===== src/rtl/down_counter.sv =====
// Loadable down counter with optional auto-reload, terminal-count pulse and a
// saturating count of terminal events since the last accepted load.
module down_counter #(
  parameter int unsigned WIDTH = 32
) (
  input  logic             clk,
  input  logic             rst,
  input  logic             enable,
  input  logic             load_valid,
  input  logic [WIDTH-1:0] load_value,
  output logic             load_ready,
  input  logic             auto_reload,
  output logic [WIDTH-1:0] cnt,
  output logic             busy,
  output logic             done,
  output logic [7:0]       expire_cnt
);

  typedef enum logic [1:0] {
    StIdle    = 2'd0,
    StRun     = 2'd1,
    StExpired = 2'd2
  } state_e;

  localparam logic [WIDTH-1:0] CntOne  = WIDTH'(1);
  localparam logic [WIDTH-1:0] CntZero = '0;
  localparam logic [7:0]       ExpMax  = 8'hFF;

  state_e           state_q, state_d;
  logic [WIDTH-1:0] cnt_q, cnt_d;
  logic [WIDTH-1:0] reload_q, reload_d;
  logic             busy_q, busy_d;
  logic             done_q, done_d;
  logic             load_ready_q, load_ready_d;
  logic [7:0]       expire_cnt_q, expire_cnt_d;

  logic load_accept;
  logic terminal;
  logic [7:0] expire_inc;

  // load_ready_q already encodes "not in RUN", so it gates loads directly.
  assign load_accept = load_valid & load_ready_q;
  assign terminal    = (state_q == StRun) & enable & (cnt_q == CntOne);
  assign expire_inc  = (expire_cnt_q == ExpMax) ? ExpMax : expire_cnt_q + 8'd1;

  always_comb begin
    state_d      = state_q;
    cnt_d        = cnt_q;
    reload_d     = reload_q;
    busy_d       = busy_q;
    done_d       = 1'b0;
    load_ready_d = load_ready_q;
    expire_cnt_d = expire_cnt_q;

    if (rst) begin
      state_d      = StIdle;
      cnt_d        = CntZero;
      reload_d     = CntZero;
      busy_d       = 1'b0;
      load_ready_d = 1'b1;
      expire_cnt_d = 8'd0;
    end else begin
      unique case (state_q)
        StIdle, StExpired: begin
          if (load_accept) begin
            cnt_d    = load_value;
            reload_d = load_value;
            if (load_value == CntZero) begin
              // A zero load is its own terminal event.
              state_d      = StExpired;
              busy_d       = 1'b0;
              done_d       = 1'b1;
              load_ready_d = 1'b1;
              expire_cnt_d = 8'd1;
            end else begin
              state_d      = StRun;
              busy_d       = 1'b1;
              load_ready_d = 1'b0;
              expire_cnt_d = 8'd0;
            end
          end
        end
        StRun: begin
          if (terminal) begin
            done_d       = 1'b1;
            expire_cnt_d = expire_inc;
            if (auto_reload) begin
              cnt_d = reload_q;
            end else begin
              cnt_d        = CntZero;
              state_d      = StExpired;
              busy_d       = 1'b0;
              load_ready_d = 1'b1;
            end
          end else if (enable && (cnt_q > CntOne)) begin
            cnt_d = cnt_q - CntOne;
          end
        end
        default: begin
          state_d      = StIdle;
          cnt_d        = CntZero;
          busy_d       = 1'b0;
          load_ready_d = 1'b1;
        end
      endcase
    end
  end

  always_ff @(posedge clk) begin
    state_q      <= state_d;
    cnt_q        <= cnt_d;
    reload_q     <= reload_d;
    busy_q       <= busy_d;
    done_q       <= done_d;
    load_ready_q <= load_ready_d;
    expire_cnt_q <= expire_cnt_d;
  end

  assign cnt        = cnt_q;
  assign busy       = busy_q;
  assign done       = done_q;
  assign load_ready = load_ready_q;
  assign expire_cnt = expire_cnt_q;

endmodule


===== config.mk =====
export PLATFORM = sky130hd
export DESIGN_NAME = down_counter
export DESIGN_NICKNAME = d
export VERILOG_FILES = /design/src/rtl/down_counter.sv
export SDC_FILE = /design/constraint.sdc
export NUM_CORES = 1
export LEC_CHECK = 0
export BUFFER_PORTS_ARGS = -buffer_cell sky130_fd_sc_hd__buf_4
export CAP_MARGIN = 20
export CORE_MARGIN = 4
export CORE_UTILIZATION = 50
export CTS_BUF_LIST = sky130_fd_sc_hd__clkbuf_16
export DETAILED_ROUTE_END_ITERATION = 10
export PLACE_DENSITY = 0.69
export SETUP_SLACK_MARGIN = 0.1
export SYNTH_ARGS = -nofsm -noshare
export SYNTH_HDL_FRONTEND = slang
export SYNTH_SLANG_ARGS = --single-unit
export TNS_END_PERCENT = 5

===== constraint.sdc =====
create_clock -name clk -period 3.3 [get_ports clk]
set_input_delay 0.495 -clock clk [delete_from_list [all_inputs] [get_ports clk]]
set_output_delay 0.495 -clock clk [all_outputs]
set_load 0.02 [all_outputs]

==> results of run 1 <==
## worst min-delay path by stage
stage                    from           end  slack, ps
2_1_floorplan    reload_q[10]  reload_q[10]        430
3_3_place_gp     reload_q[21]  reload_q[21]        440
3_5_place_dp      reload_q[3]   reload_q[3]        440
4_1_cts        load_value[29]  reload_q[29]        420
5_1_grt         load_value[9]   reload_q[9]        420
6_report       load_value[29]  reload_q[29]        420
## per-stage QoR
stage          total power (W)  setup WS, ps
2_1_floorplan         0.001852         711.5
3_3_place_gp          0.002216         402.0
3_5_place_dp          0.002236         295.2
4_1_cts               0.003289         280.2
5_1_grt               0.003469         193.3
6_report              0.003313         330.4
## registers in the layout, indices dropped and copies added (netlist names)
name	flops
cnt	32
load_ready	1
busy	1
state_q	2
expire_cnt	8
reload_q	32
done	1
## layout make-up
class | count | area (µm²) | area share
inverter | 13 | 48.80 | 0.009170
clock buffer | 9 | 225.2 | 0.04232
timing repair buffer | 100 | 750.7 | 0.1411
sequential | 77 | 1541 | 0.2897
clock inverter | 7 | 90.09 | 0.01693
tap | 105 | 131.4 | 0.02469
multi-input combinational | 432 | 2534 | 0.4761
## cell families after synthesis
kind of cell	count (synthesis)	synth area share
and+or+nand+nor	232	0.2579
AOI/OAI and AO/OA	189	0.3026
DFF	77	0.3574
buffers and inverters	54	0.05686
xor gates and xnor gates	7	0.01422
adders and majority gates	3	0.008704
muxes	1	0.002321
## synth_stat cells, types with 3 or more instances
| cell | number |
|---|---|
| sky130_fd_sc_hd__a211oi_1 | 10 |
| sky130_fd_sc_hd__a21o_1 | 3 |
| sky130_fd_sc_hd__a21oi_1 | 80 |
| sky130_fd_sc_hd__a221o_1 | 4 |
| sky130_fd_sc_hd__a221oi_1 | 5 |
| sky130_fd_sc_hd__a311oi_1 | 4 |
| sky130_fd_sc_hd__a31oi_1 | 4 |
| sky130_fd_sc_hd__a32o_1 | 10 |
| sky130_fd_sc_hd__and2_1 | 3 |
| sky130_fd_sc_hd__and3_1 | 5 |
| sky130_fd_sc_hd__and4_1 | 3 |
| sky130_fd_sc_hd__buf_2 | 10 |
| sky130_fd_sc_hd__buf_6 | 4 |
| sky130_fd_sc_hd__clkbuf_1 | 26 |
| sky130_fd_sc_hd__dfxtp_1 | 77 |
| sky130_fd_sc_hd__ha_1 | 3 |
| sky130_fd_sc_hd__inv_1 | 12 |
| sky130_fd_sc_hd__nand2_1 | 93 |
| sky130_fd_sc_hd__nand2b_1 | 3 |
| sky130_fd_sc_hd__nand3_1 | 13 |
| sky130_fd_sc_hd__nand4_1 | 7 |
| sky130_fd_sc_hd__nor2_1 | 40 |
| sky130_fd_sc_hd__nor2b_1 | 9 |
| sky130_fd_sc_hd__nor3_1 | 17 |
| sky130_fd_sc_hd__nor4_1 | 22 |
| sky130_fd_sc_hd__o211ai_1 | 8 |
| sky130_fd_sc_hd__o21ai_0 | 26 |
| sky130_fd_sc_hd__o2bb2ai_1 | 4 |
| sky130_fd_sc_hd__o31ai_1 | 5 |
| sky130_fd_sc_hd__o32ai_2 | 6 |
| sky130_fd_sc_hd__or3_1 | 5 |
| sky130_fd_sc_hd__or4_1 | 5 |
| sky130_fd_sc_hd__xor2_1 | 5 |
## power by group
part	switching (W)	total, W	internal, W
sequential	0.000114	0.00114	0.00103
combinational	0.000704	0.00111	0.000405
clock	0.000406	0.00106	0.000659
## per-layer routing
metal / part of all wire / wire length [µm] / up-vias
met4: 0.023 / 358 / 0
met5: 0 / 0 / -
li1: - / - / 2239
met2: 0.45 / 6830 / 255
met1: 0.44 / 6673 / 2199
met3: 0.092 / 1412 / 33
## worst max-delay path, delay by kind of cell, from the launching register on
family / cells / cell delay (ps)
AO/OA/AOI/OAI: 3 / 850
AND/OR/NAND/NOR: 3 / 1630
flip-flops: 1 / 340
==> results.txt, run 1 <==
----------------------------------------------------
[Synth]
  Post-synth design cell area ... about 0.0043 mm²
  Number of enable-type register cells in the synthesized netlist ... 0
  Largest area contributor in the netlist ... sky130_fd_sc_hd__dfxtp_1
  Number of cells produced by synthesis ... 563
  Sequential fraction of the synthesis area ... 0.3574
  Top-area cell type share of the netlist area ... 0.3574
  Dominant synthesized flop cell ... sky130_fd_sc_hd__dfxtp_1
  Share of flip-flops with an asynchronous set or reset after synthesis ... 0
  Post-synthesis average cell area ... around 7.7 µm²
  Number of different library cells in the post-synthesis netlist ... 58
  Count of synthesis-stage warnings from yosys ... 0
  Top area cells in the synthesized netlist ... sky130_fd_sc_hd__dfxtp_1, sky130_fd_sc_hd__a21oi_1, sky130_fd_sc_hd__nand2_1
  Synthesized Nets ... 603
  Post-synthesis register bit count ... 77

[Floorplanning]
  Die Outline Area ... ~0.010 mm²
  Number of primary I/O pins ... 80
  Standard-cell row count ... 33
  Floorplan Core Area ... 0.008299 mm²
  Initial Utilization ... 0.5197
  Die extent in y ... 100.9 µm
  Width of the chip ... roughly 100 µm

[Drt]
  Detailed-router iteration count before antenna repair ... 5
  Overall via count from detail_route ... 4,726
  Residual antenna-violating net count after detailed routing ... 0
  Total routed wirelength ... 15.28 mm
  Number of remaining DRC errors ... 0
  Vias per std cell ... about 6.4
  DR WL/cell ... just over 20 µm
  Initial DRC Count ... approximately 440

[Layout]
  Fraction of final layout cells sized beyond drive strength 1 ... 0.2069
  Share of the core filled with cells ... 0.6412
  Final design area excluding fillers ... between 0.005 and 0.006 mm²
  Layout Cells excl Fill ... ~740
  Area growth from synthesis to layout ... 23.38%
  Most frequent cells in the layout ... sky130_fd_sc_hd__buf_4, sky130_fd_sc_hd__nand2_1, sky130_fd_sc_hd__a21oi_1, sky130_fd_sc_hd__dfxtp_1, sky130_fd_sc_hd__nor2_1
  Final antenna diode count ... 0
  Count of fill cells added during filler insertion ... between 700 and 800
  Post-layout net count ... ~670
  Most common cell after layout, fill and taps aside ... sky130_fd_sc_hd__buf_4

[Min path]
  Type of the tightest min-delay check ... in2reg
  Worst Hold Path Cells ... 3

[Critical path]
  Crit-path max cell delay ... slightly below 600 ps
  Data arrival, critical path ... 3160 ps
  Series of cell instances along the critical path ... or4_4 > or3_1 > o41ai_4 > a21oi_1 > nand2_1 > o21ai_0
  Flop-to-flop setup slack ... ~330 ps
  CP endpoint ... cnt[30]
  Worst reg-to-reg path cell count ... 6
  CP startpoint kind ... flop
  WS Path Type ... reg2reg
  Origin of the worst setup path ... cnt[7]
  Capture instance of the worst register-to-register path ... cnt[30]
  Critical-path maximum fanout ... 12
  Data required time at the worst endpoint ... 3490 ps
  Launching point of the worst reg2reg path ... cnt[7]
  Endpoint kind of the worst setup timing path ... flop
  Slowest-stage cell, CP ... sky130_fd_sc_hd__or4_4

[Clocking]
  Sink count of the clock tree ... 77
  Depth of the CTS H-tree ... 3
  Clock Tree Root ... sky130_fd_sc_hd__clkbuf_16
  Quantity of hold-fixing buffers added after cts ... 0
  TritonCTS buffer count ... 9
  Worst-skew pair later-pin latency ... about 340 ps
  CTS tree ... built
  Register clock-pin slew on the reported worst setup and hold paths ... 70 ps
  # Post-CTS Setup Buffers ... 0
  Maximum buffer depth of the clock tree ... 2
  Resized cells post-CTS ... 0

[Timing]
  Setup Skew ... 10.01 ps
  Min Hold Slack ... 418.1 ps
  Hold violation total from the final report ... 0
  Relative slew margins ... 0.3927
  Max Transition Viols Final ... 0
  Transition time at the pin with the least slew margin ... between 900 and 1000 ps
  Final Setup Violations ... 0
  Achievable frequency ... ~340 MHz
  Final period demand of the worst path ... 2970 ps
  Setup repair after global routing missed its margin ... no
  Post-route setup TNS ... 0 ps
  Final period utilization ... 0.8999

[GRT]
  Number of antenna violations at the first check in global routing ... 0
  Overall fraction of global-route tracks in use ... 0.3060
  Routing layer with the top usage in global route ... met2
  M3 GR Usage ... 0.06505
  Global Route met2 Usage ... 0.4633
  Via count of the first global-routing pass ... around 4,400
  GR Util met1 ... 0.4336
  Global-route congestion overflow total ... 0
  Pin count of the biggest net entering global routing ... 67
  Global-route wire length before repair ... 24.34 mm

[Run status]
  Result of the run ... finished, final reports clean

[Placed design]
  Placed cell areas ... 0.004999 mm²
  Post-detail-place hpwl ... approximately 11 mm
  Number of instances in the placed design ... about 730
  Gp weighted congestion ... 0.9287
  Count of input and output buffers ... about 80

[Power]
  Leakage power of the design ... just over 2 nW
  Worst supply voltage drop on vdd ... around 0.34 mV
  Pwr per Cell Area ... slightly above 600 mW/mm²

[Run]
  Maximum Capacitance Violations ... 0

----------------------------------------------------
(Power assumes the default switching activity.)
==> run 2: changes to the inputs <==
--- a/config.mk
+++ b/config.mk
@@ -7,11 +7,13 @@
 export LEC_CHECK = 0
 export BUFFER_PORTS_ARGS = -buffer_cell sky130_fd_sc_hd__buf_4
 export CAP_MARGIN = 20
+export CELL_PAD_IN_SITES_DETAIL_PLACEMENT = 0
+export CELL_PAD_IN_SITES_GLOBAL_PLACEMENT = 1
 export CORE_MARGIN = 4
-export CORE_UTILIZATION = 50
+export CORE_UTILIZATION = 41
 export CTS_BUF_LIST = sky130_fd_sc_hd__clkbuf_16
 export DETAILED_ROUTE_END_ITERATION = 10
-export PLACE_DENSITY = 0.69
+export PLACE_DENSITY = 0.77
 export SETUP_SLACK_MARGIN = 0.1
 export SYNTH_ARGS = -nofsm -noshare
 export SYNTH_HDL_FRONTEND = slang
==> results.txt, run 2 (same netlist as run 1, synthesis figures left out) <==
----------------------------------------------------
[Run status]
  Result of the run ... finished, final reports clean

[Placed design]
  Post-detail-place hpwl ... between 10 and 15 mm
  Number of instances in the placed design ... around 760
  Count of input and output buffers ... just under 80
  Gp weighted congestion ... roughly 0.89

[Clocking]
  Sink count of the clock tree ... 77
  Clock Tree Root ... sky130_fd_sc_hd__clkbuf_16
  Depth of the CTS H-tree ... 3
  Maximum buffer depth of the clock tree ... 2
  CTS tree ... built
  Register clock-pin slew on the reported worst setup and hold paths ... ~60 ps
  Quantity of hold-fixing buffers added after cts ... 0
  # Post-CTS Setup Buffers ... 0
  TritonCTS buffer count ... 9
  Resized cells post-CTS ... 0
  Worst-skew pair later-pin latency ... between 300 and 400 ps

[GRT]
  Pin count of the biggest net entering global routing ... 67
  Routing layer with the top usage in global route ... met2
  Overall fraction of global-route tracks in use ... 0.2390
  Global-route wire length before repair ... 24.05 mm
  M3 GR Usage ... 0.04493
  Via count of the first global-routing pass ... around 4,600
  Global Route met2 Usage ... 0.3888
  GR Util met1 ... 0.3237
  Global-route congestion overflow total ... 0
  Number of antenna violations at the first check in global routing ... 0

[Drt]
  Number of remaining DRC errors ... 0
  DR WL/cell ... ~19 µm
  Initial DRC Count ... about 310
  Detailed-router iteration count before antenna repair ... 5
  Residual antenna-violating net count after detailed routing ... 0
  Overall via count from detail_route ... approximately 4,700
  Total routed wirelength ... 14.93 mm
  Vias per std cell ... 5.965

[Critical path]
  Endpoint kind of the worst setup timing path ... flop
  Data arrival, critical path ... between 3000 and 4000 ps
  CP startpoint kind ... flop
  WS Path Type ... reg2reg
  Critical-path maximum fanout ... 11
  Data required time at the worst endpoint ... between 3000 and 4000 ps

[Timing]
  Min Hold Slack ... about 420 ps
  Achievable frequency ... ~330 MHz
  Max Transition Viols Final ... 0
  Final period demand of the worst path ... approximately 3000 ps
  Final period utilization ... 0.9233
  Setup Skew ... around 7.6 ps
  Hold violation total from the final report ... 0
  Setup repair after global routing missed its margin ... no
  Relative slew margins ... 0.3697
  Post-route setup TNS ... 0 ps
  Final Setup Violations ... 0
  Transition time at the pin with the least slew margin ... approximately 940 ps

[Run]
  Maximum Capacitance Violations ... 0

[Layout]
  Most common cell after layout, fill and taps aside ... sky130_fd_sc_hd__buf_4
  Area growth from synthesis to layout ... 25.18%
  Layout Cells excl Fill ... roughly 800
  Most frequent cells in the layout ... sky130_fd_sc_hd__buf_4, sky130_fd_sc_hd__nand2_1, sky130_fd_sc_hd__a21oi_1, sky130_fd_sc_hd__dfxtp_1, sky130_fd_sc_hd__nor2_1
  Fraction of final layout cells sized beyond drive strength 1 ... 0.2096
  Final antenna diode count ... 0
  Post-layout net count ... ~680

[Power]
  Pwr per Cell Area ... about 600 mW/mm²
  Worst supply voltage drop on vdd ... 0.2743 mV
  Leakage power of the design ... slightly above 2 nW
  Overall power ... ~0.0033 W

[Floorplanning]
  Die extent in y ... around 110 µm
  Number of primary I/O pins ... 80
  Initial Utilization ... 0.4196
  Die Outline Area ... around 0.012 mm²
  Floorplan Core Area ... 0.01028 mm²
  Width of the chip ... around 110 µm
  Standard-cell row count ... 37

[Min path]
  Type of the tightest min-delay check ... in2reg

----------------------------------------------------
-- run 2: cell count changes in the layout (fill, tap and decap cells not counted) --
| cell | before | now |
|---|---|---|
| sky130_fd_sc_hd__a21o_1 | 2 | 3 |
| sky130_fd_sc_hd__a21o_2 | 1 | 0 |
| sky130_fd_sc_hd__clkinv_2 | 2 | 0 |
| sky130_fd_sc_hd__inv_1 | 12 | 13 |
| sky130_fd_sc_hd__clkinvlp_4 | 1 | 2 |
| sky130_fd_sc_hd__buf_4 | 100 | 106 |
| sky130_fd_sc_hd__nor4_2 | 1 | 0 |
| sky130_fd_sc_hd__nor4_1 | 21 | 22 |
-- run 2: report_power, final --
part | internal, W | switching, W | total, W
sequential | 0.00103 | 0.000107 | 0.00113
combinational | 0.000426 | 0.000696 | 0.00112
clock | 0.000658 | 0.000395 | 0.00105
-- run 2: path summary, 6_finish.rpt --
kind                       start           end  slack (ps)  cells past startpoint
setup / recovery          cnt[7]       cnt[15]         250                      7
hold reg to reg     reload_q[10]  reload_q[10]         450                      2
hold / removal    load_value[11]  reload_q[11]         420                      3
setup reg to reg          cnt[7]       cnt[15]         250                      7
-- run 2: per-layer routing --
layer / wire length, µm / up-vias
li1: - / 2253
met1: 6968 / 2233
met2: 6985 / 147
met3: 759 / 20
met4: 221 / 0
met5: 0 / -
-- run 2: per-stage QoR --
stage	cell area (µm²)	setup WS (ps)	utilization
final	5399	253.2	0.5253
after global routing	5399	124.7	0.5253
after floorplan	4313	711.5	-
after detailed placement	5082	309.4	0.4945
after CTS	5399	270.8	0.5253
after global placement	5082	330.4	0.4945
-- run 2: cell type report --
class,count,area (µm²)
fillers,1049,4878
repair buffers,106,795.8
well taps,136,170.2
clock inverters,7,91.34
inverters,13,48.80
clock buffers,9,225.2
multi-input cells,432,2526
flip-flops and latches,77,1541
-- run 2: worst max-delay path, stage by stage, from the launching register on --
cell and delay, ps:
sky130_fd_sc_hd__dfxtp_1 330, sky130_fd_sc_hd__or4_4 580, sky130_fd_sc_hd__or3_1 580, sky130_fd_sc_hd__o31ai_4 600, sky130_fd_sc_hd__buf_4 290, sky130_fd_sc_hd__nor2_1 60, sky130_fd_sc_hd__a221oi_1 320, sky130_fd_sc_hd__o32ai_2 140
